`config.mk`:
```
export PLATFORM = sky130hd
export DESIGN_NAME = uart_rx_fifo
export DESIGN_NICKNAME = d
export VERILOG_FILES = /design/src/rtl/uart_pkg.sv /design/src/rtl/uart_sync_fifo.sv /design/src/rtl/uart_rx_fifo.sv
export SDC_FILE = /design/constraint.sdc
export NUM_CORES = 1
export LEC_CHECK = 0
export CAP_MARGIN = 10
export CORE_MARGIN = 2
export CORE_UTILIZATION = 61
export DETAILED_ROUTE_END_ITERATION = 8
export GPL_TIMING_DRIVEN = 1
export PLACE_DENSITY = 0.8
export SYNTH_ARGS = -nofsm -noshare
export SYNTH_HDL_FRONTEND = slang
export SYNTH_HIERARCHICAL = 1
export SYNTH_SLANG_ARGS = --single-unit
```
`constraint.sdc`:
```
create_clock -name clk -period 4.2 [get_ports clk]
set_input_delay 0.84 -clock clk [delete_from_list [all_inputs] [get_ports clk]]
set_output_delay 0.84 -clock clk [all_outputs]
set_load 0.01 [all_outputs]
```
`src/rtl/uart_pkg.sv`:
```
// rtl/uart_pkg.sv - shared constants, state encoding and divider helper for the UART receiver
package uart_pkg;

    localparam int PAR_NONE = 0;
    localparam int PAR_ODD  = 1;
    localparam int PAR_EVEN = 2;

    localparam int          OVERSAMPLE  = 16;
    localparam logic [3:0]  SAMPLE_LO   = 4'd7;
    localparam logic [3:0]  SAMPLE_MID  = 4'd8;
    localparam logic [3:0]  SAMPLE_HI   = 4'd9;
    localparam logic [3:0]  SAMPLE_LAST = 4'd15;

    typedef enum logic [2:0] {
        ST_IDLE,
        ST_START,
        ST_DATA,
        ST_PARITY,
        ST_STOP,
        ST_WAIT_IDLE
    } rx_state_t;

    // Clocks per oversample tick, rounded to nearest.
    function automatic int uart_div(input int clk_hz, input int baud);
        longint num;
        longint den;
        den = longint'(baud) * longint'(OVERSAMPLE);
        num = longint'(clk_hz) + (den >> 1);
        return int'(num / den);
    endfunction

endpackage

```
`src/rtl/uart_sync_fifo.sv`:
```
// rtl/uart_sync_fifo.sv - synchronous first-word-fallthrough FIFO with occupancy count
module uart_sync_fifo #(
    parameter int WIDTH = 8,
    parameter int DEPTH = 16
) (
    input  logic                     clk,
    input  logic                     reset,
    input  logic                     push,
    input  logic [WIDTH-1:0]         push_data,
    input  logic                     pop,
    output logic [WIDTH-1:0]         pop_data,
    output logic                     full,
    output logic                     empty,
    output logic [$clog2(DEPTH):0]   count
);

    localparam int AW = $clog2(DEPTH);
    localparam logic [AW:0] FULL_CNT = DEPTH[AW:0];

    logic [WIDTH-1:0] mem [DEPTH];
    logic [AW-1:0]    wr_ptr;
    logic [AW-1:0]    rd_ptr;
    logic             do_push;
    logic             do_pop;

    assign full  = (count == FULL_CNT);
    assign empty = (count == '0);

    // A full FIFO still takes a push when the head leaves in the same cycle.
    assign do_pop   = pop && !empty;
    assign do_push  = push && (!full || do_pop);
    assign pop_data = empty ? '0 : mem[rd_ptr];

    // Storage array; contents are don't-care until written.
    always_ff @(posedge clk) begin
        if (do_push) begin
            mem[wr_ptr] <= push_data;
        end
    end

    // Pointers wrap naturally at the power-of-two depth; count tracks occupancy.
    always_ff @(posedge clk or negedge reset) begin
        if (!reset) begin
            wr_ptr <= '0;
            rd_ptr <= '0;
            count  <= '0;
        end else begin
            if (do_push) begin
                wr_ptr <= wr_ptr + 1'b1;
            end
            if (do_pop) begin
                rd_ptr <= rd_ptr + 1'b1;
            end
            case ({do_push, do_pop})
                2'b10:   count <= count + 1'b1;
                2'b01:   count <= count - 1'b1;
                default: count <= count;
            endcase
        end
    end

endmodule

```
`src/rtl/uart_rx_fifo.sv`:
```
// rtl/uart_rx_fifo.sv - 16x oversampling UART receiver feeding a receive FIFO
module uart_rx_fifo
    import uart_pkg::*;
#(
    parameter int CLK_FREQ   = 100_000_000,
    parameter int BAUD       = 9600,
    parameter int DATA_BITS  = 8,
    parameter int PARITY     = 0,
    parameter int STOP_BITS  = 1,
    parameter int FIFO_DEPTH = 16
) (
    input  logic                          clk,
    input  logic                          reset,
    input  logic                          rx_i,
    output logic [DATA_BITS-1:0]          m_data_o,
    output logic                          m_valid_o,
    input  logic                          m_ready_i,
    output logic [$clog2(FIFO_DEPTH):0]   fill_o,
    output logic                          frame_err_o,
    output logic                          parity_err_o,
    output logic                          overflow_o
);

    localparam int               DIV       = uart_div(CLK_FREQ, BAUD);
    localparam int               DIV_W     = (DIV > 1) ? $clog2(DIV) : 1;
    localparam logic [DIV_W-1:0] DIV_LAST  = DIV_W'(DIV - 1);
    localparam logic [3:0]       LAST_DATA = 4'(DATA_BITS - 1);
    localparam logic [3:0]       LAST_STOP = 4'(STOP_BITS - 1);

    rx_state_t            state;
    rx_state_t            state_next;
    logic                 rx_meta;
    logic                 rx_sync;
    logic                 rx_prev;
    logic [DIV_W-1:0]     div_cnt;
    logic [3:0]           samp_cnt;
    logic [3:0]           bit_cnt;
    logic [DATA_BITS-1:0] shift_q;
    logic                 s7_q;
    logic                 s8_q;
    logic                 par_bad_q;
    logic                 stop_bad_q;

    logic tick;
    logic bit_end;
    logic at_mid;
    logic at_vote;
    logic vote;
    logic rx_fall;
    logic start_det;
    logic push_ev;
    logic frame_err_ev;
    logic parity_err_ev;
    logic fifo_full;
    logic fifo_empty;
    logic pop;

    assign tick    = (state != ST_IDLE) && (div_cnt == DIV_LAST);
    assign bit_end = tick && (samp_cnt == SAMPLE_LAST);
    assign at_mid  = tick && (samp_cnt == SAMPLE_MID);
    assign at_vote = tick && (samp_cnt == SAMPLE_HI);
    assign vote    = (s7_q & s8_q) | (s7_q & rx_sync) | (s8_q & rx_sync);
    assign rx_fall = rx_prev && !rx_sync;

    // Two-flop synchroniser plus one history flop for edge detection; idle line is high.
    always_ff @(posedge clk or negedge reset) begin
        if (!reset) begin
            rx_meta <= 1'b1;
            rx_sync <= 1'b1;
            rx_prev <= 1'b1;
        end else begin
            rx_meta <= rx_i;
            rx_sync <= rx_meta;
            rx_prev <= rx_sync;
        end
    end

    // Receive state register.
    always_ff @(posedge clk or negedge reset) begin
        if (!reset) begin
            state <= ST_IDLE;
        end else begin
            state <= state_next;
        end
    end

    // Next-state and frame-completion events; the last stop bit is judged mid-bit.
    always_comb begin
        state_next    = state;
        start_det     = 1'b0;
        push_ev       = 1'b0;
        frame_err_ev  = 1'b0;
        parity_err_ev = 1'b0;
        case (state)
            ST_IDLE: begin
                if (rx_fall) begin
                    state_next = ST_START;
                    start_det  = 1'b1;
                end
            end
            ST_START: begin
                if (at_mid && rx_sync) begin
                    state_next = ST_IDLE;
                end else if (bit_end) begin
                    state_next = ST_DATA;
                end
            end
            ST_DATA: begin
                if (bit_end && bit_cnt == LAST_DATA) begin
                    state_next = (PARITY != PAR_NONE) ? ST_PARITY : ST_STOP;
                end
            end
            ST_PARITY: begin
                if (bit_end) begin
                    state_next = ST_STOP;
                end
            end
            ST_STOP: begin
                if (at_vote && bit_cnt == LAST_STOP) begin
                    if (stop_bad_q || !vote) begin
                        frame_err_ev = 1'b1;
                        state_next   = ST_WAIT_IDLE;
                    end else if (par_bad_q) begin
                        parity_err_ev = 1'b1;
                        state_next    = ST_IDLE;
                    end else begin
                        push_ev    = 1'b1;
                        state_next = ST_IDLE;
                    end
                end
            end
            ST_WAIT_IDLE: begin
                if (rx_sync) begin
                    state_next = ST_IDLE;
                end
            end
            default: state_next = ST_IDLE;
        endcase
    end

    // Tick divider, sample/bit counters, majority samples, shift register and error latches.
    always_ff @(posedge clk or negedge reset) begin
        if (!reset) begin
            div_cnt    <= '0;
            samp_cnt   <= '0;
            bit_cnt    <= '0;
            shift_q    <= '0;
            s7_q       <= 1'b1;
            s8_q       <= 1'b1;
            par_bad_q  <= 1'b0;
            stop_bad_q <= 1'b0;
        end else begin
            if (state == ST_IDLE || div_cnt == DIV_LAST) begin
                div_cnt <= '0;
            end else begin
                div_cnt <= div_cnt + 1'b1;
            end

            if (state == ST_IDLE) begin
                samp_cnt <= '0;
            end else if (tick) begin
                samp_cnt <= samp_cnt + 1'b1;
            end

            if (state != state_next) begin
                bit_cnt <= '0;
            end else if (bit_end) begin
                bit_cnt <= bit_cnt + 1'b1;
            end

            if (tick && samp_cnt == SAMPLE_LO) begin
                s7_q <= rx_sync;
            end
            if (at_mid) begin
                s8_q <= rx_sync;
            end

            if (start_det) begin
                par_bad_q  <= 1'b0;
                stop_bad_q <= 1'b0;
            end else if (at_vote) begin
                if (state == ST_DATA) begin
                    shift_q <= {vote, shift_q[DATA_BITS-1:1]};
                end
                if (state == ST_PARITY) begin
                    par_bad_q <= (^shift_q) ^ vote ^ (PARITY == PAR_ODD);
                end
                if (state == ST_STOP) begin
                    stop_bad_q <= stop_bad_q | ~vote;
                end
            end
        end
    end

    assign m_valid_o = !fifo_empty;
    assign pop       = m_valid_o && m_ready_i;

    // Registered one-cycle status pulses.
    always_ff @(posedge clk or negedge reset) begin
        if (!reset) begin
            frame_err_o  <= 1'b0;
            parity_err_o <= 1'b0;
            overflow_o   <= 1'b0;
        end else begin
            frame_err_o  <= frame_err_ev;
            parity_err_o <= parity_err_ev;
            overflow_o   <= push_ev && fifo_full && !pop;
        end
    end

    uart_sync_fifo #(
        .WIDTH (DATA_BITS),
        .DEPTH (FIFO_DEPTH)
    ) u_fifo (
        .clk       (clk),
        .reset     (reset),
        .push      (push_ev),
        .push_data (shift_q),
        .pop       (pop),
        .pop_data  (m_data_o),
        .full      (fifo_full),
        .empty     (fifo_empty),
        .count     (fill_o)
    );

endmodule
```
=== After elaboration in Yosys (flattened, before gate mapping) ===
Memories as Yosys holds them, arrays and structs flattened.
Cells that the tools add are included.

* Add/sub/neg operators: 7
* Eq/ne operators: 15
* Mux-type cells: 37
* Bitwise operators: 9
* Reduce and logical (&&, ||, !) cells: 36

{| class="wikitable"
|+ Operators by type and width
! cell !! number
|-
| $mux 3 || 8
|-
| $mux 1 || 21
|-
| $pmux 3 s6 || 1
|-
| $add 4x1->4 const B || 4
|-
| $mux 4 || 4
|-
| $logic_and 1x1->1 || 14
|-
| $eq 4x4->1 const B || 3
|-
| $reduce_bool 2->1 || 6
|-
| $add 10x1->10 const B || 1
|-
| $eq 10x10->1 const B || 1
|-
| $mux 10 || 1
|-
| $pmux 5 s2 || 1
|-
| $eq 4x3->1 const B || 2
|-
| $mux 8 || 1
|-
| $reduce_xor 8->1 || 1
|-
| $eq 3x2->1 const B || 2
|-
| $eq 3x3->1 const B || 2
|-
| $add 5x1->5 const B || 1
|-
| $eq 5x5->1 const B || 1
|-
| $logic_not 1->1 || 5
|-
| $logic_not 5->1 || 1
|-
| $sub 5x1->5 const B || 1
|-
| $logic_not 4->1 || 1
|-
| $reduce_and 2->1 || 2
|-
| other kinds (12) || 19
|}

* Register bits after elaboration: 52
* RAM bits: 128
* Output and inout bits: 17
* Memories: 1

{| class="wikitable"
|+ Memory list
! memory !! depth !! width !! read ports !! clocked after memory_dff !! wr ports !! RTL line !! text
|-
| u_fifo.mem || 16 || 8 || 1 || 0 || 1 || uart_sync_fifo.sv:20 || <nowiki>logic [WIDTH-1:0] mem [DEPTH];</nowiki>
|}

=== Longest topological paths before layout ===
Gate-level depths: netlist of run 1.

* Depth in word-level cells: 11
* Mapped depth: 14

=== By module ===
The synthesis of run 1 kept the hierarchy.

{| class="wikitable"
|+ By module, submodules not included
! module !! instances !! cells an instance !! area an instance (sq um) !! seq. area each (sq um)
|-
| uart_sync_fifo || 1 || 302 || 5878.1 || 4169.0
|-
| uart_rx_fifo || 1 || 194 || 2079.5 || 982.2
|}

=== Least setup slack after synthesis of run 1 ===
No wires, ideal clock.

* Path type: register to register
* From: register rx_sync
* To: memory u_fifo.mem[0][0] (enable)
* Library setup time: 0.395 ns
* Arrival time: 2.792 ns
* Data required time: 3.805 ns
* Setup slack: 1.014 ns
* Stages on the path, launching flop included: 7
* Path buffers: 0
* Clock period less this slack: 3.186 ns
* Path through: dfstp_2 -> maj3_1 -> nor2b_1 -> nand4_1 -> nor3_1 -> o21ai_2 -> nor4_1

* Word-level cells in the longest chain between the ends: 11

{| class="wikitable"
|+ RTL lines
! element !! RTL line !! text
|-
| from (decl) || uart_rx_fifo.sv:33 || <nowiki>logic rx_sync;</nowiki>
|-
| from (signal assigned) || uart_rx_fifo.sv:73 || <nowiki>rx_sync <= rx_meta;</nowiki>
|-
| $and 1x1->1 || uart_rx_fifo.sv:62 || <nowiki>assign vote = (s7_q & s8_q) | (s7_q & rx_sync) | (s8_q & rx_sync);</nowiki>
|-
| $or 1x1->1 || uart_rx_fifo.sv:62 ||
|-
| $or 1x1->1 (*) || uart_rx_fifo.sv:62 ||
|-
| $logic_not 1->1 (*) || uart_rx_fifo.sv:120 || <nowiki>if (stop_bad_q || !vote) begin</nowiki>
|-
| $logic_or 1x1->1 (*) || uart_rx_fifo.sv:120 ||
|-
| $mux 1 (*) || uart_rx_fifo.sv:120 ||
|-
| $mux 1 (*) || uart_rx_fifo.sv:119 || <nowiki>if (at_vote && bit_cnt == LAST_STOP) begin</nowiki>
|-
| $mux 1 (*) || uart_rx_fifo.sv:94 || <nowiki>case (state)</nowiki>
|-
| net push_ev || uart_rx_fifo.sv:51 || <nowiki>logic push_ev;</nowiki>
|-
| $logic_and 1x1->1 (*) || uart_sync_fifo.sv:31 || <nowiki>assign do_push = push && (!full || do_pop);</nowiki>
|-
| $mux 1 (*) || uart_sync_fifo.sv:36 || <nowiki>if (do_push) begin</nowiki>
|-
| $mux 1 (not written as such) (*) || uart_sync_fifo.sv:37 || <nowiki>mem[wr_ptr] <= push_data;</nowiki>
|-
| to (decl) || uart_sync_fifo.sv:20 ||
|}

The timed path passes the listed nets; every way through them passes the cells marked *.

=== Worst setup path after layout of run 1 ===
* From: register u_fifo.rd_ptr[1]
* To: output port m_data_o[2]

* Word-level cells in the longest chain between the ends: 2

{| class="wikitable"
|+ RTL lines
! element !! RTL line !! text
|-
| from (decl) || uart_sync_fifo.sv:22 || <nowiki>logic [AW-1:0] rd_ptr;</nowiki>
|-
| from (signal assigned) || uart_sync_fifo.sv:52 || <nowiki>rd_ptr <= rd_ptr + 1'b1;</nowiki>
|-
| $mem_v2 16x8 || n/a ||
|-
| $mux 8 || uart_sync_fifo.sv:32 || <nowiki>assign pop_data = empty ? '0 : mem[rd_ptr];</nowiki>
|-
| to (decl) || uart_rx_fifo.sv:15 || <nowiki>output logic [DATA_BITS-1:0] m_data_o,</nowiki>
|}

No other way between the ends.

==> reports/qor.txt, run 1 <==
number of synthesized flops with an enable pin - 128
PortBufs - 20
Clock Tree Buf Depth - 2
post-synthesis register bit count - 180
complex-gate fraction of the synthesized area - 4.54%
multiplexer share of the synthesized area - 12.7%
Leak - 3.53 nW
sequential power share - 47.8%
Detailed Place HPWL - 9710 um
Setup crit end kind - output pin
R2R setup slack - 0.55 ns
clock sinks - 180
Crit Path Category - flop to output pin
hold crit path type - input pin to async pin
fin crit period - 3.85 ns
ys async rst share - 28.9%
Core ar. - 0.0127 mm2
first-pass GRT wire length - 24400 um
vias in the first global route - 4446
clk root buf - clkbuf_16
I/O pins - 21
design area - 0.00888 mm2
largest net degree at the start of global routing - 40
most common cell after layout, fill and taps aside - edfxtp_1
Int Pwr - 3.23 mW
setup skew after layout - 0.00763 ns
# setup viols final - 0
area growth from synthesis to layout - 11.6%
R2R Path Start - samp_cnt[2]
CTS Hold Buffers Added - 0
Syn Area/Cell - 16.0 um2
Worst-path clk slew - 0.06 ns
Post-Synth Simple-Gate Area - 9.50%
largest family of logic cells by synthesized area - multiplexers
Post-DRT Antenna Nets - 0
maximum vdd drop - 421 uV
Tcrit/Tclk final - 91.7%
Crit path top cell by count - a211oi_1
diode count - 0
Pre-antenna DRT Iters - 4
CTS buffer count - 17
Fill cells - 819
Critical-path top delay cell - dfrtp_1
critical-path cell list - buf_4, mux4_1, a211oi_1, a211oi_1, clkdlybuf4s50_1
critical path startpoint category - flop
gpl congestion - 0.907
status - finished clean
grt ovf - 0
most frequent cells in the layout - edfxtp_1, dfrtp_1, mux4_2, nor2_1, xnor2_1
Cell Rows - 41
DRC - 0
most used flip-flop cell after synthesis - edfxtp_1
cells after synthesis - 496
initial antenna violation count - 0
Worst EP required - 3.36 ns
Pwr Density - 502 mW/mm2
fraction of layout instances using a drive strength above 1 - 18.5%
Syn Std Cell Area - 0.00796 mm2
reg2reg end - u_fifo/mem[13][6]
Initial Util - 62.8%
# resized after CTS - 0
sw power - 1.23 mW
clock share of power - 31.6%
Sw Ratio - 27.6%
register area share after synthesis - 64.7%
final net count - 549
Die X - 118 um
Setup TNS - 0 ns
Total GRT Usage - 23.3%
Gate power share - 20.6%
Critical Path Max Stage Delay - 0.77 ns
drt via density - 5.98
Worst slew margin - 47.1%
H-Tree Level Count - 4
Hold Violations, Final - 0
total of max-cap violations - 0
net count after synthesis - 516
DR WL/cell - 20.7 um
final WL - 14700 um
Die ar. - 0.0140 mm2
CP arrival - 3.01 ns
area share of fa/ha/maj cells after synthesis - 2.74%
worst skew pair latency - 0.42 ns
Die Y-Extent - 118 um
total number of vias - 4267
Synth Area in XOR/XNOR - 3.41%
fmax - 260 MHz
DRT iter0 DRCs - 262
Syn. warnings - 6
Pins Over Slew Limit - 0
post-synth cell types - 60
RSZ-0062 raised after global routing - no
Area after DPL - 0.00835 mm2
worst slew pin tran - 0.793 ns
post-CTS setup buffer count - 0
CTS tree - done
Worst R2R Path Depth - 8
crit-path max FO - 14
==> final cells by class <==
cell class / instances / area (um2) / area share (%)
Clock buffer: 20 / 437 / 4.92
Tap cell: 172 / 215 / 2.42
Multi-Input combinational cell: 276 / 2620 / 29.5
Inverter: 21 / 78.8 / 0.888
Timing Repair Buffer: 33 / 293 / 3.30
Clock inverter: 11 / 88.8 / 1.00
Sequential cell: 180 / 5150 / 58.0
==> how the worst max path moves through the flow <==
stage	start	endpoint	slack, ns	cells past startpoint
4_1_cts	u_fifo/rd_ptr[1]	m_data_o[2]	0.29	5
3_5_place_dp	samp_cnt[2]	u_fifo/mem[13][1]	0.68	8
6_report	u_fifo/rd_ptr[1]	m_data_o[2]	0.35	5
3_3_place_gp	samp_cnt[2]	u_fifo/mem[13][2]	0.72	8
5_1_grt	u_fifo/rd_ptr[1]	m_data_o[2]	0.14	5
2_1_floorplan	rx_sync	u_fifo/mem[0][0]	1.01	6
==> flip-flops by register name (all words and copies together), names as in the netlist, 3 cells and up <==
name           cells
u_fifo/mem       128
div_cnt           10
shift_q            8
u_fifo/count       5
bit_cnt            4
samp_cnt           4
u_fifo/rd_ptr      4
u_fifo/wr_ptr      4
state              3
==> power by group through the flow <==
stage | sequential [mW] | combinational, mW | clock [mW]
after floorplan | 2.08 | 0.724 | 0
after global placement | 2.16 | 0.899 | 0
after detailed placement | 2.17 | 0.920 | 0
after CTS | 2.13 | 0.925 | 1.43
after global routing | 2.15 | 1.01 | 1.52
final | 2.13 | 0.918 | 1.41
==> layer usage <==
| layer | global-route usage [%] | part of all wire [%] |
|---|---|---|
| met5 | 0 | 0 |
| met4 | 10.6 | 2.8 |
| met3 | 5.02 | 4.1 |
| met2 | 36.1 | 50 |
| met1 | 32.1 | 43 |
==> worst max-delay path, delay by kind of cell (launching register included) <==
family,cells,cell delay [ns]
buffers and inverters,2,0.89
multiplexers,1,0.57
flip-flops,1,0.77
AO/OA/AOI/OAI,2,0.35
==> cell usage after synthesis, drive strengths merged, types with 12 or more instances <==
library cell / n / share of area (%)
edfxtp: 128 / 48
dfrtp: 47 / 15
mux4: 32 / 9.2
nor2: 27 / 1.5
xnor2: 23 / 2.5
inv: 21 / 0.99
nand2: 19 / 0.90
a211oi: 17 / 1.6
ha: 15 / 2.4
mux2i: 13 / 1.6
mux2: 12 / 1.8
==> through the flow <==
stage	instances	setup slack (ns)	hold WS, ns	power, mW	util [%]
2_1_floorplan	496	1.01	0.345	2.80	-
3_3_place_gp	682	0.720	0.348	3.06	65.9
3_5_place_dp	682	0.685	0.350	3.09	65.9
4_1_cts	713	0.292	0.292	4.49	70.1
5_1_grt	713	0.136	0.312	4.69	70.1
6_report	713	0.348	0.301	4.46	70.1
==> logic make-up after synthesis <==
kind of cell	Yosys count
AO/OA/AOI/OAI	47
XOR/XNOR	31
adder cells (fa/ha/maj)	17
buffers and inverters	40
flip-flops	180
multiplexers	57
AND/OR/NAND/NOR	124
Note: power is estimated with default switching activity, not from simulation.
==> inputs of run 2 (changes only) <==
--- a/config.mk
+++ b/config.mk
@@ -6,7 +6,6 @@
 export NUM_CORES = 1
 export LEC_CHECK = 0
 export CAP_MARGIN = 10
-export CORE_MARGIN = 2
 export CORE_UTILIZATION = 61
 export DETAILED_ROUTE_END_ITERATION = 8
 export GPL_TIMING_DRIVEN = 1
==> reports/qor.txt, run 2 (synthesis results as in run 1) <==
setup skew after layout - 0.00616 ns (-0.00146 ns)
fmax - 259 MHz (-0.25%)
gpl congestion - 0.908 (about the same)
Worst R2R Path Depth - 15 (+7)
critical path startpoint - u_fifo/rd_ptr[1]
Hold Violations, Final - 0 (unchanged)
Pre-antenna DRT Iters - 5 (+1)
worst slew pin tran - 0.767 ns (-0.0255 ns)
I/O pins - 21 (unchanged)
maximum vdd drop - 393 uV (-6.5%)
reg2reg end - u_fifo/count[4]
hold crit path type - flop to flop
utilization after layout - 71.3% (+1.3 points)
Worst EP required - 3.36 ns (about the same)
Die X - 116 um (-1.7%)
Cell Rows - 41 (unchanged)
Detailed Place HPWL - 9950 um (+2.5%)
Fill cells - 815 (-0.49%)
final WL - 15300 um (+3.9%)
area growth from synthesis to layout - 13.6%
PortBufs - 20 (unchanged)
Total GRT Usage - 25.5% (+2.2 points)
largest net degree at the start of global routing - 31 (-23%)
Setup TNS - 0 ns (unchanged)
Post-DRT Antenna Nets - 0 (unchanged)
Final Non-Filler Cells - 717 (+0.56%)
drt via density - 6.13 (+2.4%)
CTS Hold Buffers Added - 0 (unchanged)
max reg flops - 128 (unchanged)
Leak - 3.62 nW (+2.4%)
Total Power - 4.82 mW (+8.1%)
clock sinks - 180 (unchanged)
Pins Over Slew Limit - 0 (unchanged)
Die Y-Extent - 116 um (-1.7%)
CTS tree - done
Crit Path Category - flop to output pin
Biggest register - u_fifo/mem
post-CTS setup buffer count - 0 (unchanged)
Tcrit/Tclk final - 92.0% (+0.23 points)
worst hold slack - 0.357 ns (+0.0560 ns)
RSZ-0062 raised after global routing - no
H-Tree Level Count - 4 (unchanged)
vias in the first global route - 4538 (+2.1%)
most frequent cells in the layout - edfxtp_1, dfrtp_1, mux4_2, nor2_1, xnor2_1
crit-path max FO - 13 (-1)
Pwr Density - 533 mW/mm2 (+6.2%)
fin crit period - 3.86 ns (+0.00981 ns)
Die ar. - 0.0135 mm2 (-3.4%)
critical path startpoint category - flop
# resized after CTS - 0 (unchanged)
CTS buffer count - 17 (unchanged)
CP arrival - 3.02 ns (about the same)
grt ovf - 0 (unchanged)
Clock Tree Buf Depth - 2 (unchanged)
DRC - 0 (unchanged)
total of max-cap violations - 0 (unchanged)
final net count - 552 (+0.55%)
Placed Cells - 685 (+0.44%)
initial antenna violation count - 0 (unchanged)
Worst slew margin - 48.6% (+1.5 points)
clk root buf - clkbuf_16
total number of vias - 4396 (+3.0%)
Worst-path clk slew - 0.07 ns (about the same)
worst skew pair latency - 0.42 ns (about the same)
DRT iter0 DRCs - 339 (+29%)
DR WL/cell - 21.4 um (+3.3%)
# setup viols final - 0 (unchanged)
most common cell after layout, fill and taps aside - edfxtp_1
Largest regs - u_fifo/mem: 128 flops, div_cnt: 10 flops, shift_q: 8 flops
R2R Path Start - samp_cnt[1]
Core ar. - 0.0127 mm2 (unchanged)
status - finished clean
Initial Util - 62.8% (unchanged)
Setup crit end kind - output pin
diode count - 0 (unchanged)
first-pass GRT wire length - 24400 um (about the same)
worst setup path endpoint - m_data_o[4]
fraction of layout instances using a drive strength above 1 - 20.0% (+1.5 points)
R2R setup slack - 0.75 ns (+0.20 ns)
run 2: cell types whose count changed in the layout (fill, tap and decap cells not counted):
cell / previous run / this run
clkbuf_8: 0 / 1
bufinv_16: 1 / 5
clkinv_1: 2 / 0
clkinv_2: 2 / 0
clkinv_4: 1 / 4
buf_4: 13 / 16
clkinvlp_2: 2 / 0
inv_6: 0 / 2
clkbuf_1: 3 / 0
run 2: cell type report:
| class | count | area, um2 | area share (%) |
|---|---|---|---|
| Multi-Input combinational cell | 276 | 2620 | 28.9 |
| Clock inverter | 14 | 225 | 2.49 |
| Inverter | 21 | 78.8 | 0.872 |
| Tap cell | 172 | 215 | 2.38 |
| Timing Repair Buffer | 36 | 315 | 3.49 |
| Clock buffer | 18 | 439 | 4.86 |
| Sequential cell | 180 | 5150 | 57.0 |
run 2: worst max-delay path: stages (launching register included):
cell             delay (ns)
dfrtp_1                0.80
buf_4                  0.34
mux4_1                 0.58
a211oi_1               0.27
a211oi_1               0.08
clkdlybuf4s50_1        0.52
run 2: worst min-delay path by stage:
stage | from | end | slack, ns | depth (start not counted)
2_1_floorplan | rx_meta | rx_sync | 0.35 | 0
3_3_place_gp | rx_meta | rx_sync | 0.35 | 0
3_5_place_dp | rx_meta | rx_sync | 0.35 | 0
4_1_cts | rx_meta | rx_sync | 0.36 | 0
5_1_grt | rx_meta | rx_sync | 0.36 | 0
6_report | rx_meta | rx_sync | 0.36 | 0
run 2: power by group:
group	total [mW]	internal, mW	switching, mW	leakage [nW]
clock network	1.74	1.08	0.663	0.313
registers	2.15	1.96	0.192	2.16
logic	0.930	0.490	0.439	1.15
run 2: stage by stage:
step	instance area, um2	worst slack (ns)
after floorplan	7960	1.01
after global placement	8380	0.809
after detailed placement	8380	0.779
after CTS	9040	0.310
after global routing	9040	0.172
final	9040	0.338
run 2: per-layer routing:
layer | vias to the layer above | global-route usage (%) | wire length, um
li1 | 1970 | - | -
met1 | 2256 | 33.4 | 6420
met2 | 147 | 42.5 | 7840
met3 | 23 | 5.45 | 806
met4 | 0 | 9.40 | 249
met5 | - | 0 | 0
